**config.mk**
```make
export PLATFORM = sky130hd
export DESIGN_NAME = phase_decompression_13
export DESIGN_NICKNAME = d
export VERILOG_FILES = /design/src/rtl/phase_defs_pkg.sv /design/src/rtl/phase_decompression_13_pipe_delay.sv /design/src/rtl/phase_decompression_13.sv
export SDC_FILE = /design/constraint.sdc
export NUM_CORES = 1
export LEC_CHECK = 0
export BUFFER_PORTS_ARGS = -buffer_cell sky130_fd_sc_hd__buf_2
export CORE_AREA = 3 3 81 83
export CTS_BUF_LIST = sky130_fd_sc_hd__clkbuf_16
export CTS_CLUSTER_SIZE = 16
export DETAILED_ROUTE_END_ITERATION = 12
export DIE_AREA = 0 0 84 86
export GPL_TIMING_DRIVEN = 0
export PLACE_DENSITY_LB_ADDON = 0.3
export SYNTH_ARGS = -nofsm -noshare
export SYNTH_HDL_FRONTEND = slang
export SYNTH_SLANG_ARGS = --single-unit
```
**constraint.sdc**
```tcl
create_clock -name clk -period 3.05 [get_ports clk]
set_clock_uncertainty 0.05 [all_clocks]
set_input_delay 0.61 -clock clk [delete_from_list [all_inputs] [get_ports clk]]
set_output_delay 0.61 -clock clk [all_outputs]
set_load 0.005 [all_outputs]
```
**src/rtl/phase_defs_pkg.sv**
```systemverilog
// Shared phase/octant definitions for the compression and decompression stages
// of the ROM/CORDIC sine-cosine generator.
package phase_defs;

  localparam int PHASE_W = 16;
  localparam int OCT_W   = 3;
  localparam int REA_W   = 6;
  localparam int COR_W   = 7;
  localparam int DW_DEF  = 16;

  // Octant bit positions: swap = b1^b0, sine sign = b2, cosine sign = b2^b1
  localparam int OCT_SWAP_LO    = 0;
  localparam int OCT_SWAP_HI    = 1;
  localparam int OCT_SIN_NEG    = 2;
  localparam int OCT_COS_NEG_LO = 1;
  localparam int OCT_COS_NEG_HI = 2;

  typedef logic [OCT_W-1:0] oct_t;

  function automatic logic oct_swap(input oct_t oct);
    return oct[OCT_SWAP_LO] ^ oct[OCT_SWAP_HI];
  endfunction

  function automatic logic oct_sin_neg(input oct_t oct);
    return oct[OCT_SIN_NEG];
  endfunction

  function automatic logic oct_cos_neg(input oct_t oct);
    return oct[OCT_COS_NEG_LO] ^ oct[OCT_COS_NEG_HI];
  endfunction

endpackage

```
**src/rtl/phase_decompression_13_pipe_delay.sv**
```systemverilog
// N-stage register shift line with asynchronous active-high clear.
module pipe_delay #(
  parameter int W = 1,
  parameter int N = 1
) (
  input  logic         clk,
  input  logic         reset,
  input  logic [W-1:0] din,
  output logic [W-1:0] dout
);

  logic [W-1:0] tap [N];

  always_ff @(posedge clk or posedge reset) begin
    if (reset) begin
      for (int k = 0; k < N; k++) tap[k] <= '0;
    end else begin
      tap[0] <= din;
      for (int k = 1; k < N; k++) tap[k] <= tap[k-1];
    end
  end

  assign dout = tap[N-1];

endmodule

```
**src/rtl/phase_decompression_13.sv**
```systemverilog
// Restores full-circle signed sine/cosine from folded first-octant magnitudes
// using the octant index delayed to line up with the ROM output.
module phase_decompression_13
  import phase_defs::*;
#(
  parameter int DW      = DW_DEF,
  parameter int ROM_LAT = 2
) (
  input  logic                 clk,
  input  logic                 reset,
  input  logic [OCT_W-1:0]     index_qua,
  input  logic                 trans_in,
  input  logic [DW-1:0]        sin_fold,
  input  logic [DW-1:0]        cos_fold,
  output logic signed [DW:0]   sin_out,
  output logic signed [DW:0]   cos_out,
  output logic                 trans_out
);

  function automatic logic signed [DW:0] apply_sign(input logic [DW-1:0] mag,
                                                    input logic neg);
    logic signed [DW:0] ext;
    ext = signed'({1'b0, mag});
    return neg ? -ext : ext;
  endfunction

  oct_t oct_d;

  pipe_delay #(.W(OCT_W), .N(ROM_LAT)) u_oct_line (
    .clk   (clk),
    .reset (reset),
    .din   (index_qua),
    .dout  (oct_d)
  );

  pipe_delay #(.W(1), .N(ROM_LAT + 2)) u_vld_line (
    .clk   (clk),
    .reset (reset),
    .din   (trans_in),
    .dout  (trans_out)
  );

  logic [DW-1:0]       mag_s_p0;
  logic [DW-1:0]       mag_c_p0;
  logic                neg_s_p0;
  logic                neg_c_p0;
  logic signed [DW:0]  sin_p1;
  logic signed [DW:0]  cos_p1;

  // Stage A: swap magnitudes and decode signs from the aligned octant
  always_ff @(posedge clk or posedge reset) begin
    if (reset) begin
      mag_s_p0 <= '0;
      mag_c_p0 <= '0;
      neg_s_p0 <= 1'b0;
      neg_c_p0 <= 1'b0;
    end else begin
      mag_s_p0 <= oct_swap(oct_d) ? cos_fold : sin_fold;
      mag_c_p0 <= oct_swap(oct_d) ? sin_fold : cos_fold;
      neg_s_p0 <= oct_sin_neg(oct_d);
      neg_c_p0 <= oct_cos_neg(oct_d);
    end
  end

  // Stage B: signed restore; one extra bit keeps the full magnitude range
  always_ff @(posedge clk or posedge reset) begin
    if (reset) begin
      sin_p1 <= '0;
      cos_p1 <= '0;
    end else begin
      sin_p1 <= apply_sign(mag_s_p0, neg_s_p0);
      cos_p1 <= apply_sign(mag_c_p0, neg_c_p0);
    end
  end

  assign sin_out = sin_p1;
  assign cos_out = cos_p1;

endmodule
```
* Word-level counts from Yosys, hierarchy flattened *
Cells that the tools add are included.

word-level totals
  register bits after elaboration = 78
  input bits = 38
  output and inout bits = 35
  logic and storage cells = 20

cells by class
  $add $sub $neg = 2
  mux-type cells = 4
  bitwise gates (word level) = 2

operators with widths
  kind           count
  $mux W17       2
  $neg A16 Y17   2
  $mux W16       2
  $xor A1 B1 Y1  2

* Depth between registers and ports, before layout *
Gate-level depths: netlist of the first run.

  word-level depth = 2
  mapped depth = 5
  gate-level depth less buffers = 5

* By module *
A second synthesis of the first run with hierarchy kept.

unflattened totals
  cells, all modules = 281
  area, all modules = 3054.2 um^2

by module, submodules not included
  module                    instances  cells an instance  area an instance (um^2)  sequential area each (um^2)
  phase_decompression_13    1          266                2773.9                   1701.6
  pipe_delay at u_oct_line  1          10                 176.4                    150.1
  pipe_delay at u_vld_line  1          5                  103.8                    100.1

* Least setup slack after synthesis of the first run *
No wires, ideal clock.

  path type = reg2reg
  start = reg mag_c_p0[7]
  end = reg cos_p1[14] (netlist: cos_out[14])
  setup time = 0.080 ns
  arrival time = 1.642 ns
  required time = 2.920 ns
  slack = 1.279 ns
  cell stages (with the launch flop) = 5
  buffers on the path = 0
  clock period less this slack = 1.771 ns
  cell sequence = dfrtp_1 > or4_4 > or3_4 > o31ai_4 > xnor2_1

on the way
  word-level cells in the longest chain between the ends = 2

ends and longest elaborated chain
  element                 RTL line                      source
  from (decl)             phase_decompression_13.sv:44  logic [DW-1:0] mag_c_p0;
  from (signal assigned)  phase_decompression_13.sv:59  mag_c_p0 <= oct_swap(oct_d) ? sin_fold : cos_fold;
  $neg A16 Y17            phase_decompression_13.sv:24  return neg ? -ext : ext;
  $mux W17                phase_decompression_13.sv:24
  to (signal assigned)    phase_decompression_13.sv:72  cos_p1 <= apply_sign(mag_c_p0, neg_c_p0);
  to (decl)               phase_decompression_13.sv:48  logic signed [DW:0] cos_p1;

Every way passes these cells.

* Final worst setup path of the first run *
Same ends and word-level chain as after synthesis.

==> flow_summary.ini, run 1 <==
[worst_setup_path]
crit_chain = or4_4 -> or3_4 -> o31ai_4 -> xnor2_1
critical_path_class = reg2reg
start_kind = flop
rrSetupSlack_ns = 1.22
critPathSlowestCell = or4_4
reg2reg_to = cos_out[14]
path_buf_inv = 0
worstRegToRegCells = 4
r2r-start = mag_c_p0[7]
cp_data_required_time_ns = 3.25
critPathTopFamily = simple AND/OR/NAND/NOR gates
arrival_ns = 2.03
critPathMaxFanout = 5
cp-end-kind = flop
slowest_delay_ns = 0.57

[sta]
worst-slew-pin-transition_ns = 0.892
finalWorstSetupSlack_ns = 1.22
fmax_mhz = 546
final.min_clock_period_ns = 1.83
finalSetupTns_ns = 0
setup_viol = 0
rsz0062_at_grt = false
post-route-period-util = 0.601
hold_violations = 0
maxSlewHeadroom = 0.405
slew_viol_final = 0

[placement]
place_area_um2 = 3460
port_buffers = 72
dp_slack_ns = 1.23
globalplace.congestion = 0.840
place_inst = 422
detailed_place_hpwl_um = 4290

[global_route]
grt_remaining_overflow = 0
first_global_vias = 2288
globalRouteTotalUtil = 0.184
grt_pass1_wl_um = 10200
grt_start_max_net_pins = 79
grt_antenna_before_repair = 0

[finish]
multi_input_area_um2 = 1010
area_growth_pct = 24.0
drive_gt1_frac = 0.253
seq_area_um2 = 1950
final_cells = 438
layout.nets = 398
post-route-cell-area_um2 = 3730
fillCellCount = 472
n_antenna_cell = 0

[cts]
clk_latency_ns = 0.32
cts.sinks = 78
htreeDepth = 3
post_cts_buffers = 0
cts_tree = done
cts_resized = 0
clk_path_buf_depth = 2
clock-root-buffer = clkbuf_16
clkSlewWorstSetupHoldPaths_ns = 0.06
cts_buffers = 9
postCtsHoldBufs = 0

[power_and_ir_drop]
ir_worst_vdd_v = 0.000394
pwr-share-clk = 0.365
seq_power_share = 0.490
p_sw_frac = 0.257
power.internal_w = 0.00190
power.density_nw_per_um2 = 683
power_frac_comb = 0.145
switchingPower_w = 0.000655
leakage_nw = 1.82

[hold_path]
whs_path_depth = 0
min_path_type = reg2reg
min_from = u_oct_line.tap[4]
min_to = u_oct_line.dout[1]

[logic_synthesis]
synth.distinct_cells = 24
synth-main-ff-cell = dfrtp_1
ys_seq_area_frac = 0.649
syn_nets = 315
yosysMostFrequentCell = nand2_1
synth_top_cells_by_count = nand2_1 (107), dfrtp_1 (78), xnor2_1 (29), o21ai_0 (9), clkbuf_1 (8)
yosys_warnings = 0
synth_area_leaders = dfrtp_1 (65%), nand2_1 (13%), xnor2_1 (8.4%)
ys_async_sr_fraction = 1.00
synth_top_area_share = 0.649
synth.avg_cell_area_um2 = 10.9
ys_seq_elements = 78
yosys.area.top_type = dfrtp_1
netlist_area_um2 = 3010
syn_inst = 275
synth_edf_count = 0

[routing]
remaining_drc_errors = 0
wirelength_um = 5830
dr.pass1.iters = 4
wl_per_cell_um = 13.3
drtAntennaViolNets = 0
viasPerCell = 5.01
vias = 2196
drt_iter0_markers = 150

[floorplanning]
num_io_pins = 73
start_util = 0.508
die_y_um = 86
dieArea_um2 = 7220
core.rowCount = 28
die_x_um = 84
fp.coreArea_um2 = 5920

[run]
max_cap_violations = 0

[status]
outcome = finished clean
[logic make-up (layout without fill, tap and decap cells)]
logic type	after synthesis	after routing	share of synthesized area
fa+ha+maj	2	2	0.00832
simple gates	127	127	0.179
flops	78	78	0.649
buf+inv	13	101	0.0162
xor+xnor	31	31	0.0903
compound gates	24	24	0.0574
[sequential cells by signal, summed over array words and instances, names as in the netlist]
register / cells
sin_out: 17
u_oct_line.dout: 3
u_oct_line.tap: 3
mag_c_p0: 16
neg_s_p0: 1
u_vld_line.tap: 3
neg_c_p0: 1
mag_s_p0: 16
cos_out: 17
u_vld_line.dout: 1
[placed cells by master (no fill, tap or decap), types with 4 or more instances in the layout]
cell / count
clkbuf_16: 9
inv_1: 4
dfrtp_1: 78
buf_2: 72
o31ai_1: 7
nand2_1: 107
clkbuf_1: 8
o21ai_0: 9
nand2b_1: 5
xnor2_1: 29
[worst reg2reg max path, delay by kind of cell (launching register included)]
kind	cells	cell delay, ns
simple gates	2	0.93
xor+xnor	1	0.13
flops	1	0.42
compound gates	1	0.23
[power by group through the flow]
stage	clock network, W	logic, W	registers [W]
2_1_floorplan	0	0.000199	0.00127
3_3_place_gp	0	0.000366	0.00127
3_5_place_dp	0	0.000377	0.00127
4_1_cts	0.000957	0.000378	0.00125
5_1_grt	0.00101	0.000422	0.00127
6_report	0.000931	0.000369	0.00125
[worst max path at each step]
stage                      from           to  slack, ns  cells past startpoint
floorplan                 reset   cos_out[0]       0.39                      1
global placement          reset   cos_out[0]      -0.34                      2
detailed placement  mag_c_p0[7]  cos_out[14]       1.23                      4
CTS                 mag_c_p0[7]  cos_out[14]       1.21                      4
global route        mag_c_p0[5]  cos_out[10]       1.08                      4
finish              mag_c_p0[7]  cos_out[14]       1.22                      4
[metal layers]
| layer | vias to the layer above | routed length [um] | track usage | part of all wire |
|---|---|---|---|---|
| met5 | - | 0 | 0 | 0 |
| li1 | 1053 | - | - | - |
| met4 | 0 | 191 | 0.105 | 0.033 |
| met3 | 20 | 370 | 0.0480 | 0.063 |
| met1 | 1038 | 2530 | 0.229 | 0.43 |
| met2 | 85 | 2740 | 0.293 | 0.47 |
[cell type report]
type / instances / share of cell area
Buffer: 8 / 0.00805
Clock buffer: 9 / 0.0604
Clock inverter: 7 / 0.0111
Inverter: 5 / 0.00570
Multi-Input combinational cell: 184 / 0.270
Sequential cell: 78 / 0.523
Tap cell: 75 / 0.0252
Timing Repair Buffer: 72 / 0.0966
[per-stage QoR]
stage	util	power [W]	hold WS (ns)
2_1_floorplan	-	0.00147	0.281
3_3_place_gp	0.585	0.00163	0.282
3_5_place_dp	0.585	0.00165	0.285
4_1_cts	0.630	0.00259	0.297
5_1_grt	0.630	0.00270	0.303
6_report	0.630	0.00255	0.296
(Power assumes the default switching activity.)
==> run 2: changes to the inputs <==
- clock period: 3.05 -> 1.9 ns (I/O delays scaled with it)
==> run 2 against run 1 <==
Global-route usage increased by 0.64 points; final cell count increased by 0.91%; utilization increased by 1.6 points; critical path depth unchanged; routed wire length increased by 6.1%; flip-flop and latch count unchanged; clock-buffer cell count unchanged; worst setup slack got worse by 1.1 ns; register-to-register slack got worse by 1.1 ns; design area increased by 2.6%; clock power increased by 72%; critical endpoint unchanged; largest power group unchanged.
==> flow_summary.ini, run 2 (same netlist as run 1, synthesis figures left out) <==
[status]
outcome = finished clean

[power_and_ir_drop]
power.density_nw_per_um2 = 1110
ir_worst_vdd_v = 0.000728
leakage_nw = 1.87

[floorplanning]
start_util = 0.508
core.rowCount = 28
num_io_pins = 73
die_x_um = 84
die_y_um = 86
fp.coreArea_um2 = 5920
dieArea_um2 = 7220

[finish]
layout_commonest_cell = nand2_1
drive_gt1_frac = 0.259
post-route-cell-area_um2 = 3830
n_antenna_cell = 0
layout_common_cells = nand2_1 (107), dfrtp_1 (77), buf_2 (72), xnor2_1 (29)
final_cells = 442
area_growth_pct = 27.3
layout.nets = 402

[routing]
vias = 2233
drt_iter0_markers = 91
remaining_drc_errors = 0
drtAntennaViolNets = 0
dr.pass1.iters = 4
wirelength_um = 6190
wl_per_cell_um = 14.0
viasPerCell = 5.05

[hold_path]
min_path_type = in2async

[sta]
finalWorstSetupSlack_ns = 0.0906
hold_ws_ns = 0.0239
maxSlewHeadroom = 0.612
finalSetupTns_ns = 0
setup_viol = 0
slew_viol_final = 0
rsz0062_at_grt = false
fmax_mhz = 553
post-route-period-util = 0.952
final.min_clock_period_ns = 1.81
hold_violations = 0
worst-slew-pin-transition_ns = 0.581

[global_route]
globalRouteTotalUtil = 0.190
grt_remaining_overflow = 0
grt_start_max_net_pins = 35
first_global_vias = 2321
grt_pass1_wl_um = 10500
grt_antenna_before_repair = 0

[worst_setup_path]
critPathMaxFanout = 4
reg2reg_to = cos_out[14]
crit_chain = or4_4 -> or3_4 -> o31ai_4 -> xnor2_1
slowest_delay_ns = 0.55
path_buf_inv = 0
r2r-start = mag_c_p0[7]
cp_data_required_time_ns = 2.10
arrival_ns = 2.01
worstRegToRegCells = 4
start_kind = flop
critPathTopFamily = simple AND/OR/NAND/NOR gates
critical_path_class = reg2reg
cp-end-kind = flop
rrSetupSlack_ns = 0.09
critPathSlowestCell = or4_4

[placement]
detailed_place_hpwl_um = 4640
globalplace.congestion = 0.830
port_buffers = 72
place_inst = 424
place_area_um2 = 3510
dp_slack_ns = 0.0587

[cts]
clk_path_buf_depth = 2
cts_tree = done
htreeDepth = 3
clkSlewWorstSetupHoldPaths_ns = 0.06
cts_buffers = 9
postCtsHoldBufs = 0
clk_latency_ns = 0.32
clock-root-buffer = clkbuf_16
cts.sinks = 78

[run]
max_cap_violations = 0
==> run 2: changes by cell type in the layout (fill, tap and decap cells not counted), sizes merged <==
cell / delta
bufinv: +1
inv: +1
clkinvlp: -1
clkinv: -1
buf: +4
==> run 2: per-layer routing <==
layer	global-route usage	share of wire	vias to the layer above
met2	0.315	0.49	73
li1	-	-	1061
met3	0.0480	0.066	15
met5	0	0	-
met4	0.107	0.030	0
met1	0.229	0.41	1084
==> run 2: worst reg2reg max path, cell delays in order, from the launching register on <==
cell and delay [ns]:
dfrtp_2 0.41, or4_4 0.55, or3_4 0.36, o31ai_4 0.23
xnor2_1 0.13
==> run 2: timing repair <==
action                                  4_1_cts  5_1_grt
endpoints found under the setup margin        0        3
gates resized for setup                       0        3
buffers inserted                              0        2
==> run 2: worst max path at each step <==
stage	start	endpoint	slack, ns	depth (start not counted)
final	mag_c_p0[7]	cos_out[14]	0.09	4
after CTS	mag_c_p0[7]	cos_out[14]	0.05	4
after floorplan	mag_c_p0[7]	cos_out[14]	0.13	4
after global routing	mag_c_p0[7]	cos_out[14]	0.009	4
after detailed placement	mag_c_p0[7]	cos_out[14]	0.06	4
after global placement	mag_c_p0[7]	cos_out[14]	0.09	4
==> run 2: area by class of cell <==
class	instances	area (um^2)
inverters	5	22.5
fillers	472	2090
well taps	75	93.8
plain buffers	8	30.0
repair buffers	76	423
clock inverters	7	57.6
clock buffers	9	225
flip-flops and latches	78	1950
multi-input cells	184	1020
==> run 2: power by group <==
group	total (W)	switching (W)	internal, W
combinational	0.000626	0.000324	0.000301
sequential	0.00201	0.000121	0.00189
clock	0.00160	0.000607	0.000994
total	0.00424	0.00105	0.00319
==> run 2: per-stage QoR <==
stage          power, W   util
2_1_floorplan   0.00237      -
3_3_place_gp    0.00262  0.585
3_5_place_dp    0.00266  0.593
4_1_cts         0.00427  0.641
5_1_grt         0.00446  0.647
6_report        0.00424  0.647
==> run 3: changes to the inputs <==
- CORE_AREA: 3 3 81 83 -> 3 3 85 79
- DIE_AREA: 0 0 84 86 -> 0 0 88 82
- SETUP_SLACK_MARGIN: not set -> 0.15
==> run 3 against run 2 <==
Global-route usage decreased by 0.23 points; flip-flop and latch count unchanged; final cell count unchanged; clock-buffer cell count unchanged; design area increased by 0.69%; via count increased by 0.31%; die area decreased by 0.11%; hold slack improved by 0.082 ns; critical path depth decreased by 1; sequential power about the same; routed wire length decreased by 1.9%; sequential share of layout area decreased by 0.35 points; critical path type unchanged; largest power group unchanged; highest routed layer unchanged.
==> flow_summary.ini, run 3 (same netlist as run 1, synthesis figures left out) <==
[routing]
vias = 2240
wirelength_um = 6070
drtAntennaViolNets = 0
remaining_drc_errors = 0
drt_iter0_markers = 122
dr.pass1.iters = 4
wl_per_cell_um = 13.7
viasPerCell = 5.07

[sta]
rsz0062_at_grt = false
setup_viol = 0
fmax_mhz = 588
maxSlewHeadroom = 0.526
post-route-period-util = 0.895
hold_ws_ns = 0.106
hold_violations = 0
final.min_clock_period_ns = 1.70
finalSetupTns_ns = 0
slew_viol_final = 0
worst-slew-pin-transition_ns = 0.710

[worst_setup_path]
critPathMaxFanout = 4
worstRegToRegCells = 3
crit_chain = or3_4 -> or4_4 -> o31a_1
critical_path_class = reg2reg
critPathTopFamily = simple AND/OR/NAND/NOR gates
reg2reg_to = sin_out[16]
rrSetupSlack_ns = 0.20
cp-end-kind = flop
path_buf_inv = 0
slowest_delay_ns = 0.43
cp_data_required_time_ns = 2.06
arrival_ns = 1.86
critPathSlowestCell = or4_4
start_kind = flop
r2r-start = mag_s_p0[9]

[cts]
htreeDepth = 3
clk_path_buf_depth = 2
clock-root-buffer = clkbuf_16
cts.sinks = 78
clk_latency_ns = 0.33
clkSlewWorstSetupHoldPaths_ns = 0.06
cts_buffers = 9
cts_tree = done

[global_route]
grt_start_max_net_pins = 46
grt_pass1_wl_um = 10100
first_global_vias = 2225
grt_remaining_overflow = 0
globalRouteTotalUtil = 0.188
grt_antenna_before_repair = 0

[placement]
detailed_place_hpwl_um = 4430
place_area_um2 = 3480
globalplace.congestion = 0.838
port_buffers = 72

[floorplanning]
die_x_um = 88
dieArea_um2 = 7220
core.rowCount = 27
fp.coreArea_um2 = 5980
num_io_pins = 73
die_y_um = 82
start_util = 0.503

[finish]
final_util = 0.645
seq_area_um2 = 1950
drive_gt1_frac = 0.278
multi_input_area_um2 = 1050
layout_common_cells = nand2_1 (107), dfrtp_1 (77), buf_2 (72), xnor2_1 (29), clkbuf_16 (9)
layout.nets = 405
post-route-cell-area_um2 = 3850
layout_commonest_cell = nand2_1
n_antenna_cell = 0
area_growth_pct = 28.2
fillCellCount = 472

[power_and_ir_drop]
power_w = 0.00425
power.density_nw_per_um2 = 1100
leakage_nw = 1.88
ir_worst_vdd_v = 0.000608

[run]
max_cap_violations = 0

[status]
outcome = finished clean

[hold_path]
min_path_type = in2async
[run 3: stage by stage]
stage                     std cells  worst slack (ns)
after floorplan                 275             0.157
after global placement          419             0.119
after detailed placement        420            0.0735
after CTS                       440             0.136
after global routing            442             0.122
final                           442             0.199
[run 3: what timing repair did]
item                                    in CTS  in global routing
hold buffers                                 0                  0
setup buffers                                4                  2
hold endpoints to repair                     0                  0
pin swaps                                    0                  3
endpoints found under the setup margin       3                 10
resized for setup                            3                  6
[run 3: routing by layer]
| layer | up-vias | track usage | wire [um] | part of all wire |
|---|---|---|---|---|
| li1 | 1064 | - | - | - |
| met1 | 1070 | 0.251 | 2630 | 0.43 |
| met2 | 88 | 0.282 | 2800 | 0.46 |
| met3 | 18 | 0.0542 | 461 | 0.076 |
| met4 | 0 | 0.0920 | 168 | 0.028 |
| met5 | - | 0 | 0 | 0 |
[run 3: worst reg2reg max path, cell delays in order, from the launching register on]
cell     delay, ns
dfrtp_1       0.41
or3_4         0.40
or4_4         0.43
o31a_1        0.29
[run 3: worst max-delay path by stage]
stage	startpoint	endpoint	slack, ns	depth (start not counted)
after global routing	mag_c_p0[5]	cos_out[12]	0.12	5
final	mag_s_p0[9]	sin_out[16]	0.20	3
after detailed placement	mag_c_p0[5]	cos_out[10]	0.07	4
after floorplan	mag_c_p0[8]	cos_out[14]	0.16	4
after CTS	mag_c_p0[5]	cos_out[10]	0.14	4
after global placement	mag_c_p0[8]	cos_out[14]	0.12	4
[run 3: area by class of cell]
cell class | instances | share of cell area
Clock buffer | 9 | 0.0584
Sequential cell | 78 | 0.507
Inverter | 5 | 0.00584
Timing Repair Buffer | 79 | 0.110
Tap cell | 72 | 0.0234
Multi-Input combinational cell | 184 | 0.273
Buffer | 8 | 0.00779
Clock inverter | 7 | 0.0149
[run 3: power by group]
part	leakage, nW	internal (W)	switching, W
clock	0.143	0.000994	0.000602
sequential	0.920	0.00189	0.000125
combinational	0.817	0.000308	0.000326
